**src/rtl/stack_bus_pkg.sv**
```systemverilog
// rtl/stack_bus_pkg.sv - shared controller-bus geometry and responder state encoding
package stack_bus_pkg;

  localparam int ADDR_W = 7;
  localparam int DATA_W = 8;
  localparam int DEPTH  = 128;

  localparam logic [DATA_W-1:0] CLEAR_VAL = 8'h00;

  typedef logic [0:0] state_t;

  localparam state_t CLEAR = 1'b0;
  localparam state_t IDLE  = 1'b1;

endpackage

```
**src/rtl/ram_128x8_sync.sv**
```systemverilog
// rtl/ram_128x8_sync.sv - raw synchronous store: one write port, one registered read port
module ram_128x8_sync
  import stack_bus_pkg::*;
#(
  parameter int ADDR_W = stack_bus_pkg::ADDR_W,
  parameter int DATA_W = stack_bus_pkg::DATA_W,
  parameter int DEPTH  = stack_bus_pkg::DEPTH
) (
  input  logic              clk_i,
  input  logic              we_i,
  input  logic [ADDR_W-1:0] waddr_i,
  input  logic [DATA_W-1:0] wdata_i,
  input  logic              re_i,
  input  logic [ADDR_W-1:0] raddr_i,
  output logic [DATA_W-1:0] rdata_o
);

  logic [DATA_W-1:0] mem_q [DEPTH];
  logic [DATA_W-1:0] rdata_q;

  // Array deliberately unreset; the responder's clear sequence initialises it.
  always_ff @(posedge clk_i) begin
    if (we_i) begin
      mem_q[waddr_i] <= wdata_i;
    end
    if (re_i) begin
      rdata_q <= mem_q[raddr_i];
    end
  end

  assign rdata_o = rdata_q;

endmodule

```
**src/rtl/stack_mem_responder.sv**
```systemverilog
// rtl/stack_mem_responder.sv - controller-bus memory responder with self-clear after reset
module stack_mem_responder
  import stack_bus_pkg::*;
#(
  parameter int                ADDR_W    = stack_bus_pkg::ADDR_W,
  parameter int                DATA_W    = stack_bus_pkg::DATA_W,
  parameter int                DEPTH     = stack_bus_pkg::DEPTH,
  parameter logic [DATA_W-1:0] CLEAR_VAL = stack_bus_pkg::CLEAR_VAL
) (
  input  logic              CLK,
  input  logic              RESET,
  input  logic              cs,
  input  logic              we,
  input  logic [ADDR_W-1:0] addr,
  input  logic [DATA_W-1:0] data_in,
  output logic [DATA_W-1:0] data_out,
  output logic              rd_valid,
  output logic              busy
);

  localparam logic [ADDR_W-1:0] LAST_PTR = ADDR_W'(DEPTH - 1);

  state_t            state_q, state_d;
  logic [ADDR_W-1:0] clr_ptr_q, clr_ptr_d;
  logic              rd_valid_q, rd_valid_d;
  logic [DATA_W-1:0] hold_q, hold_d;

  logic              req_rd;
  logic              req_wr;
  logic              mem_we;
  logic              mem_re;
  logic [ADDR_W-1:0] mem_waddr;
  logic [DATA_W-1:0] mem_wdata;
  logic [DATA_W-1:0] mem_rdata;

  always_comb begin
    req_wr    = (state_q == IDLE) && cs && we;
    req_rd    = (state_q == IDLE) && cs && !we;
    state_d   = state_q;
    clr_ptr_d = clr_ptr_q;
    mem_we    = 1'b0;
    mem_waddr = addr;
    mem_wdata = data_in;

    // Clear path owns the write port; bus requests are dropped while clearing.
    if (state_q == CLEAR) begin
      mem_we    = 1'b1;
      mem_waddr = clr_ptr_q;
      mem_wdata = CLEAR_VAL;
      clr_ptr_d = clr_ptr_q + 1'b1;
      if (clr_ptr_q == LAST_PTR) begin
        state_d = IDLE;
      end
    end else if (req_wr) begin
      mem_we = 1'b1;
    end

    mem_we     = mem_we && !RESET;
    mem_re     = req_rd && !RESET;
    rd_valid_d = req_rd;
    hold_d     = rd_valid_q ? mem_rdata : hold_q;
  end

  always_ff @(posedge CLK) begin
    if (RESET) begin
      state_q    <= CLEAR;
      clr_ptr_q  <= '0;
      rd_valid_q <= 1'b0;
      hold_q     <= '0;
    end else begin
      state_q    <= state_d;
      clr_ptr_q  <= clr_ptr_d;
      rd_valid_q <= rd_valid_d;
      hold_q     <= hold_d;
    end
  end

  ram_128x8_sync #(
    .ADDR_W (ADDR_W),
    .DATA_W (DATA_W),
    .DEPTH  (DEPTH)
  ) u_ram (
    .clk_i   (CLK),
    .we_i    (mem_we),
    .waddr_i (mem_waddr),
    .wdata_i (mem_wdata),
    .re_i    (mem_re),
    .raddr_i (addr),
    .rdata_o (mem_rdata)
  );

  // Fresh read data is visible in its valid cycle; otherwise the last read value is held.
  assign data_out = rd_valid_q ? mem_rdata : hold_q;
  assign rd_valid = rd_valid_q;
  assign busy     = (state_q == CLEAR);

endmodule

```
**config.mk**
```make
export PLATFORM = sky130hd
export DESIGN_NAME = stack_mem_responder
export DESIGN_NICKNAME = d
export VERILOG_FILES = /design/src/rtl/stack_bus_pkg.sv /design/src/rtl/ram_128x8_sync.sv /design/src/rtl/stack_mem_responder.sv
export SDC_FILE = /design/constraint.sdc
export NUM_CORES = 1
export LEC_CHECK = 0
export BUFFER_PORTS_ARGS = -buffer_cell sky130_fd_sc_hd__buf_4
export CELL_PAD_IN_SITES_DETAIL_PLACEMENT = 0
export CELL_PAD_IN_SITES_GLOBAL_PLACEMENT = 1
export CORE_ASPECT_RATIO = 0.5
export CORE_MARGIN = 8
export CORE_UTILIZATION = 30
export DETAILED_ROUTE_END_ITERATION = 6
export PLACE_DENSITY_LB_ADDON = 0.1
export SLEW_MARGIN = 20
export SYNTH_ARGS = -nofsm -noshare
export SYNTH_HDL_FRONTEND = slang
export SYNTH_SLANG_ARGS = --single-unit
```
**constraint.sdc**
```tcl
create_clock -name CLK -period 9.88 [get_ports CLK]
set_input_delay 0 -clock CLK [delete_from_list [all_inputs] [get_ports CLK]]
set_output_delay 0 -clock CLK [all_outputs]
set_load 0.05 [all_outputs]
```
# Yosys cells after proc, flatten, opt, wreduce, memory -nomap -nowiden
# Memories as Yosys holds them, arrays and structs flattened. A register that Yosys moved wholly into a read port is not among the register bits.
# Cells that the tools add are included.
# W data, S select, Z words.
[word_totals]
ff_bits = 17
latchBits = 0
ramBits = 1024
mem_bits_ro = 0
in_bits = 19
out_inout_bits = 10
elab_cells = 24
n_memories = 1
[mem_list]
columns = ["memory", "words", "width", "read_ports", "rd_clocked_by_memory_dff", "wr", "line", "text"]
rows = [
  ["u_ram.mem_q", 128, 8, 1, 1, 1, "ram_128x8_sync.sv:18", "logic [DATA_W-1:0] mem_q [DEPTH];"],
]
[classes]
n_addsub = 1
n_mul = 0
div_mod_pow = 0
order_cmp = 0
eq_ne = 1
n_shift = 0
mux = 9
n_bitwise = 1
n_reduce_logical = 7
[op_table]
columns = ["op", "count"]
rows = [
  ["$mux W8", 2],
  ["$add A7 B1 Y7 const B", 1],
  ["$eq A7 B7 Y1 const B", 1],
  ["$mux W7", 1],
  ["$mux W1", 6],
  ["$logic_and A1 B1 Y1", 5],
  ["$logic_not A1 Y1", 2],
  ["$not A1 Y1", 1],
]

# Logic depth before layout (Yosys ltp)
[depth]
depth_word = 7
ltp_mapped = 8
ltp_nobuf = 5

# By module
# Synthesis repeated with hierarchy kept, for this count alone.
[hier_totals]
cells_unflattened = 1719
hier_area_um2 = 40572.7
[by_module_without_submodules]
columns = ["mod", "instances", "cells_per_inst", "area_each_um2"]
rows = [
  ["ram_128x8_sync", 1, 1635, 39745.6],
  ["stack_mem_responder", 1, 84, 827.0],
]

# Least setup slack after synthesis
# Ideal clock, no wire load.
[synth_path]
path_type = "register -> register"
start = "reg state_q"
end = "mem u_ram.mem_q[0][0], data pin"
arrival_time_ns = 2.982
required_time_ns = 9.346
path_slack_ns = 6.364
path_stages_with_launch = 6
path_buffers = 4
path_cell_list = "dfxtp_1 -> clkbuf_1 -> clkbuf_1 -> clkbuf_1 -> clkbuf_1 -> and2_1"
[synth_via]
elab_chain_cells = 1
[synth_rtl]
columns = ["element", "line", "text"]
rows = [
  ["start, declared", "stack_mem_responder.sv:23", "state_t state_q, state_d;"],
  ["start signal, assigned", "stack_mem_responder.sv:71", "state_q <= state_d;"],
  ["$mux W8", "stack_mem_responder.sv:46", "if (state_q == CLEAR) begin"],
  ["via mem_wdata[0]", "stack_mem_responder.sv:33", "logic [DATA_W-1:0] mem_wdata;"],
  ["end, declared", "ram_128x8_sync.sv:18", ""],
]
# The timed path passes the listed nets, and every way through them passes these cells.

==> out/results.tsv <==
stage	metric	value	unit
placement	Post-DP HPWL	66600	um
global_route	vias in the first global route	18817	
yosys	library cells used by synthesis	38	
critical_path	Max FO, Critical Path	87	
yosys	synth cell count leaders	edfxtp_1 (1032), mux4_2 (336), nor2_1 (140)	
worst_hold_path	hold depth	2	
critical_path	Worst Path Class, Setup	primary input to register	
floorplan	die area	148000	um^2
power_and_ir_drop	Pwr per Cell Area	195	nW/um^2
detailed_routing	DR WL/cell	29.7	um
critical_path	CP arrival	3870	ps
clock_network	latest clock arrival within the worst-skew pair	690	ps
clock_network	CTS Root Cell	clkbuf_16	
yosys	Top FF cell, synth	edfxtp_1	
timing	Worst-Margin Slew	1090	ps
global_route	initial antenna violation count	11	
status	outcome	complete, no violations	
power_and_ir_drop	Worst VDD drop	0.000120	V
final_layout	Layout Nets	1849	
yosys	top-count cell post-synth	edfxtp_1	
timing	skew final	34.5	ps
final_layout	Area Growth Syn to Fin	14.1	%
clock_network	H-tree levels	3	
timing	final setup fails	0	
timing	setup_tns	0	ps
placement	# port buffers	28	
floorplan	core area	134000	um^2
clock_network	TritonCTS clock tree	built	
detailed_routing	Detailed Route WL	110000	um
run	Max Cap Viol	0	
yosys	Seq cells post-synth	1049	
global_route	Total Routing Usage GR	14.7	%
global_route	grt ovf	0	
floorplan	IO Count	29	
critical_path	slowest stage cell, crit path	buf_4	
power_and_ir_drop	P_leak	0.0148	uW
timing	RSZ-0062 raised after global routing	false	
yosys	ys async rst share	0	%
detailed_routing	Routed Antenna Nets	0	
clock_network	CTS Sinks	1049	
critical_path	Required @ worst endpoint	10330	ps
global_route	largest net degree at the start of global routing	130	
detailed_routing	via density per instance	4.87	
critical_path	CP peak stage delay	790	ps
timing	Rel. slew slack	27.3	%
yosys	post-synth top area share	76.3	%
yosys	top post-synthesis cells by area	edfxtp_1 (76%), mux4_2 (19%), nor2_1 (1.3%)	
clock_network	clk slew on worst S/H paths	70	ps
floorplan	Die Height	276	um
clock_network	setup bufs post-CTS	0	
yosys	Mapped Cells	1738	
detailed_routing	Via Count	18019	
power_and_ir_drop	total power	9020	uW
yosys	Post-synth EDFFs	1032	
floorplan	die width	537	um
global_route	global-route wire length before repair	155000	um
timing	Max Freq	292	MHz
floorplan	Starting Density	30.3	%
detailed_routing	DRT iter0 DRCs	1735	
timing	Final period util	34.7	%
yosys	synthesized area per cell	23.4	um^2
worst_hold_path	worst hold path type	primary input to register	
critical_path	most frequent CP cell	mux4_2	
yosys	area leader, netlist	edfxtp_1	
critical_path	FF-to-FF path depth	6	
placement	gpl congestion	0.722	
detailed_routing	drc violations	0	
yosys	area of the mapped netlist	40600	um^2
timing	Slew Limit Fails	0	
critical_path	Critical Path Source Type	primary input	
critical_path	Crit. End Element	register	
critical_path	cells along the critical path	buf_8 > buf_12 > buf_4 > mux4_2 > mux4_2 > mux4_2 > mux2_2	
detailed_routing	DRT Pass-1 Iters	5	
timing	Hold Vio Cnt, Final	0	
timing	min cycle time layout	3420	ps
floorplan	num rows	95	
yosys	syn_nets	1758	
final_layout	share of cells above drive strength 1	30.6	%
clock_network	Num CTS Buffers	101	
yosys	Seq/Total Area, Yosys	77.1	%
yosys	synth warn	0	
clock_network	Max Root-Sink Buffers	3	
## final timing paths
check,from,end,slack (ps)
setup / recovery,addr[0],u_ram.rdata_o[6],6460
hold / removal,data_in[0],u_ram.mem_q[110][0],40
setup reg to reg,state_q,u_ram.mem_q[64][1],6540
hold reg to reg,clr_ptr_q[0],clr_ptr_q[0],510
## layout by cell type (no fill, tap or decap), drive strengths merged
master	instances
clkbuf	123
nand3	5
o21a	1
nand4	3
dlygate4sd3	11
or2	2
clkinv	39
a21oi	8
mux4	336
a22oi	1
mux2	16
o32ai	2
xor2	2
clkinvlp	4
nor2b	11
bufinv	9
nor4b	2
nor3b	1
nor2	140
a22o	2
nand2b	3
a32o	2
dfxtp	17
nor3	2
diode	1
inv	6
o31ai	1
nand4b	1
mux2i	1
and2	9
or3	2
a21o	2
buf	71
nand2	29
ha	1
xnor2	2
edfxtp	1032
o21ai	4
## where the power goes
part,switching (uW),total (uW),internal (uW),leakage (uW)
registers,3.34,4820,4820,0.0103
logic,207,372,165,0.00301
clock network,1700,3830,2130,0.00153
## state kept, by name, summed over array words and instances, names as in the netlist
signal	flops
rd_valid	1
hold_q	8
u_ram.mem_q	1024
state_q	1
u_ram.rdata_o	8
clr_ptr_q	7
## critical path, delay by kind of cell
family	cells	cell delay, ps
multiplexers	4	1890
buffers and inverters	3	1840
## through the flow
stage | cells | util, % | hold WS (ps) | setup WS, ps | area, um^2
2_1_floorplan | 1738 | - | 77.3 | 6360 | 40600
3_3_place_gp | 3509 | 32.1 | 244 | 5450 | 43100
3_5_place_dp | 3509 | 32.1 | 243 | 5480 | 43100
4_1_cts | 3697 | 34.5 | 3.88 | 6240 | 46300
5_1_grt | 3697 | 34.5 | 32.4 | 6120 | 46400
6_report | 3698 | 34.5 | 36.6 | 6460 | 46400
## per-layer routing
metal / global-route usage (%) / vias to the layer above / routed length (um)
met3: 3.17 / 114 / 5640
met5: 0 / - / 0
met1: 21.5 / 9987 / 51800
met4: 2.60 / 0 / 1580
met2: 22.8 / 372 / 50900
li1: - / 7546 / -
## timing repair
item                      CTS  global route
hold buffers               11             0
gates resized for setup     0             0
hold endpoints to repair  241             0
## kinds of logic (layout without fill, tap and decap cells)
family,after synthesis,in the layout,share of synthesized area (%)
compound gates,23,23,0.376
xor+xnor,4,4,0.0862
fa+ha+maj,1,1,0.0308
buf+inv,98,263,1.13
flops,1049,1049,77.1
mux,353,353,19.1
other cells,0,1,0
simple gates,210,210,2.19
## final cells by class
cell class                      count  area [um^2]
Timing Repair Buffer               82          699
Clock buffer                      123         2630
Antenna cell                        1         2.50
Tap cell                         1794         2240
Sequential cell                  1049        31300
Clock inverter                     54          522
Fill cell                       12490        88000
Multi-Input combinational cell    591         8910
Inverter                            4         15.0
(Power assumes the default switching activity.)
